==> config.mk <==
export PLATFORM = sky130hd
export DESIGN_NAME = sync_fifo
export DESIGN_NICKNAME = d
export VERILOG_FILES = /design/src/rtl/fifo_pkg.sv /design/src/rtl/sync_fifo_mem.sv /design/src/rtl/sync_fifo.sv
export SDC_FILE = /design/constraint.sdc
export NUM_CORES = 1
export LEC_CHECK = 0
export BUFFER_PORTS_ARGS = -buffer_cell sky130_fd_sc_hd__buf_2
export CAP_MARGIN = 20
export CORE_AREA = 2 2 143 110
export CTS_CLUSTER_DIAMETER = 40
export DETAILED_ROUTE_END_ITERATION = 8
export DIE_AREA = 0 0 145 112
export GPL_TIMING_DRIVEN = 1
export HOLD_SLACK_MARGIN = 0.15
export PLACE_DENSITY = 0.6
export SYNTH_ARGS = -nofsm -noshare
export SYNTH_HDL_FRONTEND = slang
export SYNTH_HIERARCHICAL = 1
export SYNTH_SLANG_ARGS = --single-unit
==> constraint.sdc <==
create_clock -name clk -period 4.4 [get_ports clk]
set_clock_uncertainty 0.05 [all_clocks]
set_input_delay 0 -clock clk [delete_from_list [all_inputs] [get_ports clk]]
set_output_delay 0 -clock clk [all_outputs]
set_load 0.005 [all_outputs]
==> src/rtl/fifo_pkg.sv <==
// Shared definitions for the single-clock FIFO family: depth derivation,
// threshold defaults, parameter legality and the per-cycle access struct.
package fifo_pkg;

    localparam int ASIZE_DEF     = 4;
    localparam int DSIZE_DEF     = 8;
    localparam int AEMPTY_TH_DEF = 2;

    // Accepted operations for one cycle, judged on pre-edge state.
    typedef struct packed {
        logic wr;
        logic rd;
    } fifo_acc_t;

    function automatic int fifo_depth(input int asize);
        return 1 << asize;
    endfunction

    function automatic int afull_th_def(input int asize);
        return fifo_depth(asize) - 2;
    endfunction

    // ASIZE is capped so DEPTH and the pointer arithmetic stay within 32 bits.
    function automatic bit fifo_params_ok(input int dsize, input int asize,
                                          input int afull_th, input int aempty_th);
        bit ok;
        ok = 1'b1;
        if (dsize < 1) ok = 1'b0;
        if (asize < 1 || asize > 30) ok = 1'b0;
        if (afull_th < 1 || afull_th > fifo_depth(asize)) ok = 1'b0;
        if (aempty_th < 0 || aempty_th >= fifo_depth(asize)) ok = 1'b0;
        return ok;
    endfunction

endpackage

==> src/rtl/sync_fifo_mem.sv <==
// DEPTH x DSIZE storage with one write port and one read port; the read port
// is combinational in fall-through mode and a read-enabled register otherwise.
module sync_fifo_mem
    import fifo_pkg::*;
#(
    parameter int DSIZE = DSIZE_DEF,
    parameter int ASIZE = ASIZE_DEF,
    parameter int FWFT  = 0
) (
    input  logic             clk,
    input  logic             rst_n,
    input  logic             we,
    input  logic [ASIZE-1:0] waddr,
    input  logic [DSIZE-1:0] wdata,
    input  logic             re,
    input  logic [ASIZE-1:0] raddr,
    output logic [DSIZE-1:0] rdata
);

    localparam int DEPTH = fifo_depth(ASIZE);

    // Storage is deliberately not reset; the pointers define what is valid.
    logic [DSIZE-1:0] mem [DEPTH];

    always_ff @(posedge clk) begin
        if (we) mem[waddr] <= wdata;
    end

    generate
        if (FWFT != 0) begin : g_fwft
            logic unused_rd_ctl;
            assign unused_rd_ctl = &{1'b0, re, rst_n};
            assign rdata = mem[raddr];
        end else begin : g_std
            always_ff @(posedge clk or negedge rst_n) begin
                if (!rst_n) rdata <= '0;
                else if (re) rdata <= mem[raddr];
            end
        end
    endgenerate

endmodule

==> src/rtl/sync_fifo.sv <==
// Single-clock FIFO: binary wrap-bit pointers, occupancy/flag decode straight
// from the pointer registers, sticky overflow/underflow, selectable read mode.
module sync_fifo
    import fifo_pkg::*;
#(
    parameter int DSIZE     = DSIZE_DEF,
    parameter int ASIZE     = ASIZE_DEF,
    parameter int AFULL_TH  = afull_th_def(ASIZE),
    parameter int AEMPTY_TH = AEMPTY_TH_DEF,
    parameter int FWFT      = 0
) (
    input  logic             clk,
    input  logic             rst_n,
    input  logic             winc,
    input  logic [DSIZE-1:0] wdata,
    input  logic             rinc,
    output logic [DSIZE-1:0] rdata,
    output logic             wfull,
    output logic             rempty,
    output logic             almost_full,
    output logic             almost_empty,
    output logic [ASIZE:0]   count,
    output logic             overflow,
    output logic             underflow
);

    localparam int DEPTH = fifo_depth(ASIZE);
    localparam logic [ASIZE:0] FULL_CNT = (ASIZE+1)'(DEPTH);
    localparam logic [ASIZE:0] AF_CNT   = (ASIZE+1)'(AFULL_TH);
    localparam logic [ASIZE:0] AE_CNT   = (ASIZE+1)'(AEMPTY_TH);
    localparam logic [ASIZE:0] PTR_ONE  = (ASIZE+1)'(1);

    generate
        if (!fifo_params_ok(DSIZE, ASIZE, AFULL_TH, AEMPTY_TH)) begin : g_bad_params
            $error("sync_fifo: illegal DSIZE/ASIZE/AFULL_TH/AEMPTY_TH combination");
        end
    endgenerate

    logic [ASIZE:0] wptr;
    logic [ASIZE:0] rptr;
    fifo_acc_t      acc;

    // Modulo subtraction of wrap-bit pointers gives 0..DEPTH across any number of wraps.
    assign count        = wptr - rptr;
    assign wfull        = (count == FULL_CNT);
    assign rempty       = (count == '0);
    assign almost_full  = (count >= AF_CNT);
    assign almost_empty = (count <= AE_CNT);

    always_comb begin
        acc    = '0;
        acc.wr = winc && !wfull;
        acc.rd = rinc && !rempty;
    end

    always_ff @(posedge clk or negedge rst_n) begin
        if (!rst_n) begin
            wptr      <= '0;
            rptr      <= '0;
            overflow  <= 1'b0;
            underflow <= 1'b0;
        end else begin
            if (acc.wr) wptr <= wptr + PTR_ONE;
            if (acc.rd) rptr <= rptr + PTR_ONE;
            if (winc && wfull)  overflow  <= 1'b1;
            if (rinc && rempty) underflow <= 1'b1;
        end
    end

    sync_fifo_mem #(
        .DSIZE (DSIZE),
        .ASIZE (ASIZE),
        .FWFT  (FWFT)
    ) u_mem (
        .clk   (clk),
        .rst_n (rst_n),
        .we    (acc.wr),
        .waddr (wptr[ASIZE-1:0]),
        .wdata (wdata),
        .re    (acc.rd),
        .raddr (rptr[ASIZE-1:0]),
        .rdata (rdata)
    );

endmodule

### Word-level counts from Yosys, hierarchy flattened

Memory sizes are Yosys's and may differ from the RTL's. A register that Yosys moved wholly into a read port is not among the register bits.
Index checks and enable logic that the tools add are counted.
W data, S select, Z words.

* reductions and logical operators: 8
* multiplexer cells: 2
* order comparisons: 2
* add/subtract/negate cells: 3
* equality and inequality tests: 1

Operators with widths (number)
* $add A5 B1 Y5 const B: 2
* $eq A5 B5 Y1 const B: 1
* $ge A5 B4 Y1 const B: 1
* $le A5 B2 Y1 const B: 1
* $logic_not A5 Y1: 1
* $sub A5 B5 Y5: 1
* $logic_and A1 B1 Y1: 4
* $logic_not A1 Y1: 3
* $mux W1: 2

* memories kept: 1
* output and inout port bits: 19
* flip-flop bits (word level): 12
* bits in writable memories: 128

Memory list
* u_mem.mem: words 16, width 8, read ports 1, clocked after Yosys merged registers in 1, write ports 1, line sync_fifo_mem.sv:23 `logic [DSIZE-1:0] mem [DEPTH];`

### Depth between registers and ports, before layout

Gate-level depths: netlist of the first run.

* word-level depth: 6
* gate-level depth with buffers: 12
* gate-level depth less buffers: 11

### Hierarchy

Netlist of the first run, hierarchy kept.

Modules (own cells, without submodules)
* sync_fifo_mem: times used 1, sequential area each 4043.9 µm², area each 5331.4 µm², cells an instance 240
* sync_fifo: times used 1, sequential area each 300.3 µm², area each 768.2 µm², cells an instance 69

### Worst setup path before layout of the first run

OpenSTA, ideal clock, no wires.

* kind: flip-flop to flip-flop
* from: register wptr[0]
* to: memory u_mem/mem[0][0] (netlist name), enable pin
* stages on the path, launching flop included: 11
* setup time: 0.383 ns
* arrival: 3.210 ns
* required time: 3.967 ns
* slack: 0.757 ns
* cells stage by stage: dfrtp_1 > inv_1 > ha_1 > inv_1 > fa_1 > xor2_1 > nor3_1 > mux2_2 > a21boi_4 > or3b_2 > nor3_1

RTL lines
* start: declaration: line sync_fifo.sv:39 `logic [ASIZE:0] wptr;`
* start signal: assignment: line sync_fifo.sv:63 `if (acc.wr) wptr <= wptr + PTR_ONE;`
* end: declaration: line sync_fifo_mem.sv:23

==> metrics.md, run 1 <==
| Metric | Value |
|---|---|
| Crit path max-delay family | simple AND/OR/NAND/NOR gates |
| Worst VDD drop | between 0.0003 and 0.0004 V |
| Fin cells | slightly below 600 |
| Multi-input combinational cell area | 1594 µm² |
| DRT antenna net count | 0 |
| Leakage Power | 2.555 nW |
| Fin crit period | 3.907 ns |
| Per-cell routed wire length | around 21 µm |
| CP bufs+invs | 2 |
| Most frequent cell after synthesis | edfxtp_1 |
| Synth top cells by count | edfxtp_1, mux4_2, dfrtp_1, nor2_1 |
| Hold path start | rinc |
| Syn-to-layout area delta | 19.24% |
| Yosys warnings | 6 |
| Clk sinks | 148 |
| CTS buffer count | 17 |
| Crit path launch type | register |
| Mean area per synthesized cell | between 15 and 20 µm² |
| Gr ovfl total | 0 |
| #FFs+latches synth | roughly 150 |
| GPL Wtd Cong | 0.7717 |
| Skew-Pair Late Insertion Delay | 0.42 ns |
| Number of global-route vias before repair | 3136 |
| Pin count of the biggest net entering global routing | 35 |
| Mapped Nets | 328 |
| FMAX | 0.2559 GHz |
| Post-cts resize count | 0 |
| Reg2reg end | u_mem/mem[2][7]$_DFFE_PP_ |
| Slew Viols, Final | 0 |
| WHS Path Cells | 3 |
| Synth Flop Type | edfxtp_1 |
| Rel. slew slack | 0.4941 |
| Post-DP HPWL | 7772 µm |
| Worst hold slack | approximately 0.35 ns |
| Remaining DRCs | 0 |
| TNS Setup | 0 ns |
| Vias | 3098 |
| Placed instance count | 548 |
| Status | completed |
| CTS tree | built |
| Crit Path Class | register to register |
| Maximum clock insertion buffer count | 2 |
| Initial antenna violation count | 0 |
| Final Hold Fails | 0 |
| Count of cell types in the netlist | between 40 and 50 |
| DR iter-0 viols | 283 |
| Hold EP | underflow$_DFFE_PN0P_ |
| Top cell type's share of synthesized area | 0.6302 |
| Synth top area cells | edfxtp_1, mux4_2, dfrtp_1 |
| Synth Cell Area | 6100 µm² |
| Maxcap violations | 0 |
| IO Count | 31 |
| Nets | just under 400 |
| Setup violators final | 0 |
| Filler cells | 1230 |
| Die area | ~16000 µm² |
| DR pass1 iterations | 4 |
| RSZ-0062 raised after global routing | no |
| Wire length after detailed routing | 12560 µm |
| First-pass GRT wire length | about 19000 µm |
| Post-synth top area cell | edfxtp_1 |
| Core Area | 14880 µm² |
| EDFF count, synth | 128 |
| CP dominant cell by count | inv_1 |
| DR vias/cell | 5.224 |
| Reg2Reg Depth | 10 |
| Die span in x | 145 µm |
| Starting density of the core | 0.4098 |
| IO buf count | 30 |
| Clock H-tree levels | 4 |
| Layout cells sized above 1 | 0.3299 |
| Crit path largest cell delay | ~0.6 ns |
| Worst-path fanout max | 10 |
| Crit share post-route | 0.8880 |
| Crit-path slowest cell | nor2_1 |
| Worst r2r src | wptr[0]$_DFFE_PN0P_ |
| GRT Util Overall | 0.1638 |
| CTS root buf | clkbuf_16 |
| Worst hold path type | input port to register |
| Async S/R FF share, synth | 0.1351 |
| Worst Tran Pin Value | 0.7560 ns |
| ANT cells | 0 |
| Storage element area | approximately 4300 µm² |
| Reg-to-reg slack, setup | 0.49 ns |
| Rows | 39 |
| CP Capture Type | register |
| Power Density | between 700 and 800 nW/µm² |
| Critical Path RT | 4.40 ns |
| Critical Path, Cell by Cell | inv_1, ha_1, inv_1, fa_1, xor2_1, nor3_1, mux2_2, a21boi_4, or3b_2, nor2_1 |
| Cell count after synthesis | ~300 |
| Sequential share of the synthesized area | 0.7122 |
| Die height | around 110 µm |
| Clock-pin slew on the worst setup and hold paths | 0.06 ns |
| Worst path arrival time | roughly 4 ns |
final cells by class:
type,count,share of cell area
well taps,205,0.03527
multi-input cells,139,0.2192
inverters,8,0.004473
clock inverters,15,0.02580
repair buffers,61,0.05952
clock buffers,17,0.05849
flip-flops and latches,148,0.5973
cell usage in the layout (no fill, tap or decap), drive strengths merged:
master / count
edfxtp: 128
buf: 49
mux4: 32
dfrtp: 20
nor2: 20
clkbuf: 17
inv: 16
dlygate4sd3: 12
nor3: 8
mux2i: 8
a221oi: 8
o22ai: 8
xor2: 7
ha: 6
a21oi: 6
xnor2: 5
nand2b: 4
nand4: 4
nand3b: 3
a21o: 3
mux2: 3
clkinv: 3
nand2: 2
or2: 2
bufinv: 2
clkinvlp: 2
a21boi: 2
o311a: 2
a31o: 1
a2111oi: 1
fa: 1
nand3: 1
or3b: 1
and2: 1
state kept, by name, summed over array words and instances, names as in the netlist:
| signal | count |
|---|---|
| rptr | 5 |
| u_mem/rdata | 8 |
| overflow | 1 |
| wptr | 5 |
| u_mem/mem | 128 |
| underflow | 1 |
per-stage QoR:
| stage | worst slack, ns | area [µm²] | utilization | power (W) |
|---|---|---|---|---|
| detailed placement | 0.5266 | 6513 | 0.4376 | 0.003775 |
| finish | 0.4926 | 7273 | 0.4887 | 0.005229 |
| CTS | 0.5075 | 7246 | 0.4868 | 0.005284 |
| floorplan | 0.7570 | 6100 | - | 0.003269 |
| global route | 0.2190 | 7273 | 0.4887 | 0.005518 |
| global placement | 0.7312 | 6513 | 0.4376 | 0.003747 |
layer usage:
layer  track usage  part of all wire
met5             0                 0
met3       0.04590             0.059
met1        0.2364              0.47
met4       0.05413            0.0076
met2        0.2422              0.46
tightest hold or removal path, cell delays in order:
cell           delay, ns
dlygate4sd3_1       0.52
buf_2               0.15
a21o_1              0.11
worst max-delay path by stage:
stage / from / endpoint / slack (ns) / depth (start not counted)
after CTS: wptr[0]$_DFFE_PN0P_ / u_mem/mem[2][7]$_DFFE_PP_ / 0.51 / 10
after global routing: wptr[0]$_DFFE_PN0P_ / u_mem/mem[2][7]$_DFFE_PP_ / 0.22 / 10
final: wptr[0]$_DFFE_PN0P_ / u_mem/mem[2][7]$_DFFE_PP_ / 0.49 / 10
after global placement: wptr[0]$_DFFE_PN0P_ / u_mem/mem[2][4]$_DFFE_PP_ / 0.73 / 11
after detailed placement: wptr[0]$_DFFE_PN0P_ / u_mem/mem[2][4]$_DFFE_PP_ / 0.53 / 10
after floorplan: wptr[0]$_DFFE_PN0P_ / u_mem/mem[0][0]$_DFFE_PP_ / 0.76 / 10
power by group:
part	switching [W]	internal, W	total (W)
logic	0.00104	0.000817	0.00185
registers	0.000133	0.00176	0.00189
clock network	0.000620	0.000863	0.00148
logic make-up (layout without fill, tap and decap cells):
logic type / after synthesis / count (layout) / synth area share
AOI/OAI and AO/OA: 31 / 31 / 0.04944
xor gates and xnor gates: 12 / 12 / 0.01846
buffers and inverters: 22 / 101 / 0.02646
DFF: 148 / 148 / 0.7122
and+or+nand+nor: 46 / 46 / 0.03733
muxes: 43 / 43 / 0.1405
adders and majority gates: 7 / 7 / 0.01559
repair_timing:
item | CTS | global route
hold buffers | 12 | 0
endpoints found under the hold margin | 158 | 0
buffers inserted | 0 | 0
No activity file was read; power rests on OpenSTA's default activity.
==> run 2, diff against run 1 <==
--- a/config.mk
+++ b/config.mk
@@ -7,13 +7,13 @@
 export LEC_CHECK = 0
 export BUFFER_PORTS_ARGS = -buffer_cell sky130_fd_sc_hd__buf_2
 export CAP_MARGIN = 20
-export CORE_AREA = 2 2 143 110
+export CORE_AREA = 2 2 146 112
 export CTS_CLUSTER_DIAMETER = 40
 export DETAILED_ROUTE_END_ITERATION = 8
-export DIE_AREA = 0 0 145 112
+export DIE_AREA = 0 0 148 114
 export GPL_TIMING_DRIVEN = 1
 export HOLD_SLACK_MARGIN = 0.15
-export PLACE_DENSITY = 0.6
+export PLACE_DENSITY = 0.59
 export SYNTH_ARGS = -nofsm -noshare
 export SYNTH_HDL_FRONTEND = slang
 export SYNTH_HIERARCHICAL = 1
==> run 2 against run 1 <==
Setup slack better by 0.0025 ns. Count of clock-buffer cells in the layout rose by 1. Via count grew 0.48%. Non-clock buffer count fell by 1. Fmax hardly changed. Routed wire length is 2.9% lower. First-iteration DRC count grew 13%. Utilization is 2.6 points lower. Flip-flop and latch count is the same. Final cell count up 0.67%. Power shrank 1.9%. Highest routed layer unchanged.
==> metrics.md, run 2 (synthesis results as in run 1) <==
| Metric | Value |
|---|---|
| Worst Tran Pin Value | 0.7592 ns |
| Sw Ratio | 0.3433 |
| Reg-to-reg slack, setup | ~0.50 ns |
| Worst hold path type | input port to register |
| Setup violators final | 0 |
| # hold bufs at CTS | 12 |
| Placed instance count | 552 |
| Status | completed |
| Critical Path RT | 4.39 ns |
| CP Capture Type | register |
| Clock H-tree levels | 4 |
| DR vias/cell | approximately 5.2 |
| Initial antenna violation count | 0 |
| IO Count | 31 |
| Tot Pwr | 0.005132 W |
| Global routing's busiest layer | met2 |
| RSZ-0062 raised after global routing | no |
| CP bufs+invs | 2 |
| Crit path launch type | register |
| Die area | 16870 µm² |
| Nets | just under 400 |
| Combinational Power Share | 0.362 |
| Clock-pin slew on the worst setup and hold paths | 0.06 ns |
| Per-cell routed wire length | 20.44 µm |
| GRT Util Overall | 0.1567 |
| Reg power frac | 0.368 |
| First-pass GRT wire length | between 15000 and 20000 µm |
| Crit-path slowest cell | nor2_1 |
| Remaining DRCs | 0 |
| DRT antenna net count | 0 |
| IO buf count | 30 |
| Rel. slew slack | 0.4920 |
| Worst path arrival time | 3.90 ns |
| Met2 GRT Util | 0.2361 |
| Commonest non-fill, non-tap cells in the layout | edfxtp_1, buf_2, mux4_2 |
| Worst-path fanout max | 10 |
| TNS Setup | 0 ns |
| Placed cell areas | 6511 µm² |
| Clk sinks | 148 |
| ANT cells | 0 |
| Int Power | 0.003370 W |
| Crit Path Class | register to register |
| Critical Path, Cell by Cell | inv_1, ha_1, inv_1, fa_1, xor2_1, nor3_1, mux2_2, a21boi_4, or3b_2, nor2_1 |
| Worst VDD drop | 0.0002936 V |
| Vias | 3113 |
| Rows | 40 |
| Leakage Power | roughly 2.5 nW |
| Layout cells sized above 1 | 0.3230 |
| Fin cells | 597 |
| FMAX | 0.2561 GHz |
| Number of flip-flops in the largest register | 128 |
| Maxcap violations | 0 |
| Biggest regs | u_mem/mem (128), u_mem/rdata (8) |
| Hold path start | rinc |
| CP dominant cell by count | inv_1 |
| Post-DP HPWL | a little under 8000 µm |
| Met3 global-route usage | 0.03960 |
| Skew-Pair Late Insertion Delay | ~0.42 ns |
| Design area | 7221 µm² |
| Die height | 114 µm |
| DR pass1 iterations | 4 |
| Final Hold Fails | 0 |
| GPL Wtd Cong | 0.7782 |
| Maximum clock insertion buffer count | 2 |
| Post-cts resize count | 0 |
| Wire length after detailed routing | 12200 µm |
| Starting density of the core | 0.3906 |
| Biggest register | u_mem/mem |
| Switching pwr | 0.001762 W |
| Power Density | ~700 nW/µm² |
| Die span in x | 148 µm |
| CP startpoint | wptr[0]$_DFFE_PN0P_ |
| Clock group share of total power | 0.269 |
| Met1 usage | 0.2275 |
| Gr ovfl total | 0 |
| Number of global-route vias before repair | 3205 |
| Core Area | 15620 µm² |
| Fin crit period | 3.905 ns |
| Crit path largest cell delay | around 0.61 ns |
| Crit share post-route | 0.8875 |
| CTS tree | built |
| Worst r2r src | wptr[0]$_DFFE_PN0P_ |
| Commonest non-fill, non-tap cell in the layout | edfxtp_1 |
| Post CTS Setup Buffer Count | 0 |
| Slew Viols, Final | 0 |
| Syn-to-layout area delta | 18.38% |
| Pin count of the biggest net entering global routing | 35 |
| Crit path max-delay family | simple AND/OR/NAND/NOR gates |
| CTS buffer count | 17 |
| CTS root buf | clkbuf_16 |
| DR iter-0 viols | 320 |
run 2: changes by cell type in the layout (fill, tap and decap cells not counted), sizes merged:
| cell | previous run | this run |
|---|---|---|
| bufinv | 2 | 1 |
| clkinv | 3 | 5 |
| clkbuf | 17 | 18 |
| inv | 16 | 14 |
| buf | 49 | 48 |
run 2: metrics by stage:
stage               hold WS, ns  setup slack, ns    util
floorplan               -0.3456           0.7570       -
global placement       -0.06060           0.6933  0.4170
detailed placement     -0.05191           0.5146  0.4170
CTS                      0.3414           0.4627  0.4615
global route             0.3635           0.2381  0.4624
finish                   0.3555           0.4951  0.4624
run 2: metal layers:
layer | share of wire | routed length [µm]
met3 | 0.051 | 618
met1 | 0.48 | 5862
met5 | 0 | 0
met2 | 0.46 | 5557
met4 | 0.013 | 162
run 2: worst paths after layout:
check / end / cells after the start
worst max-delay path: u_mem/mem[3][0]$_DFFE_PP_ / 10
worst min-delay path: underflow$_DFFE_PN0P_ / 3
worst max register to register: u_mem/mem[3][0]$_DFFE_PP_ / 10
worst min register to register: underflow$_DFFE_PN0P_ / 1
max in group asynchronous: u_mem/rdata[3]$_DFFE_PN0P_ / 4
min in group asynchronous: wptr[4]$_DFFE_PN0P_ / 3
run 2: power groups by stage:
stage	combinational [W]	sequential [W]	clock, W
finish	0.00186	0.00189	0.00138
global route	0.00203	0.00192	0.00147
CTS	0.00188	0.00189	0.00141
detailed placement	0.00186	0.00192	0
global placement	0.00182	0.00191	0
floorplan	0.00138	0.00189	0
run 2: area by class of cell:
cell class | instances | area, µm²
clock buffers | 18 | 429.2
clock inverters | 14 | 145.1
fillers | 1343 | 8394
inverters | 8 | 32.53
multi-input cells | 139 | 1594
flip-flops and latches | 148 | 4344
well taps | 210 | 262.8
repair buffers | 60 | 412.9
run 2: worst min-delay path, cell delays in order:
cell,delay (ns)
dlygate4sd3_1,0.52
buf_2,0.15
a21o_1,0.12
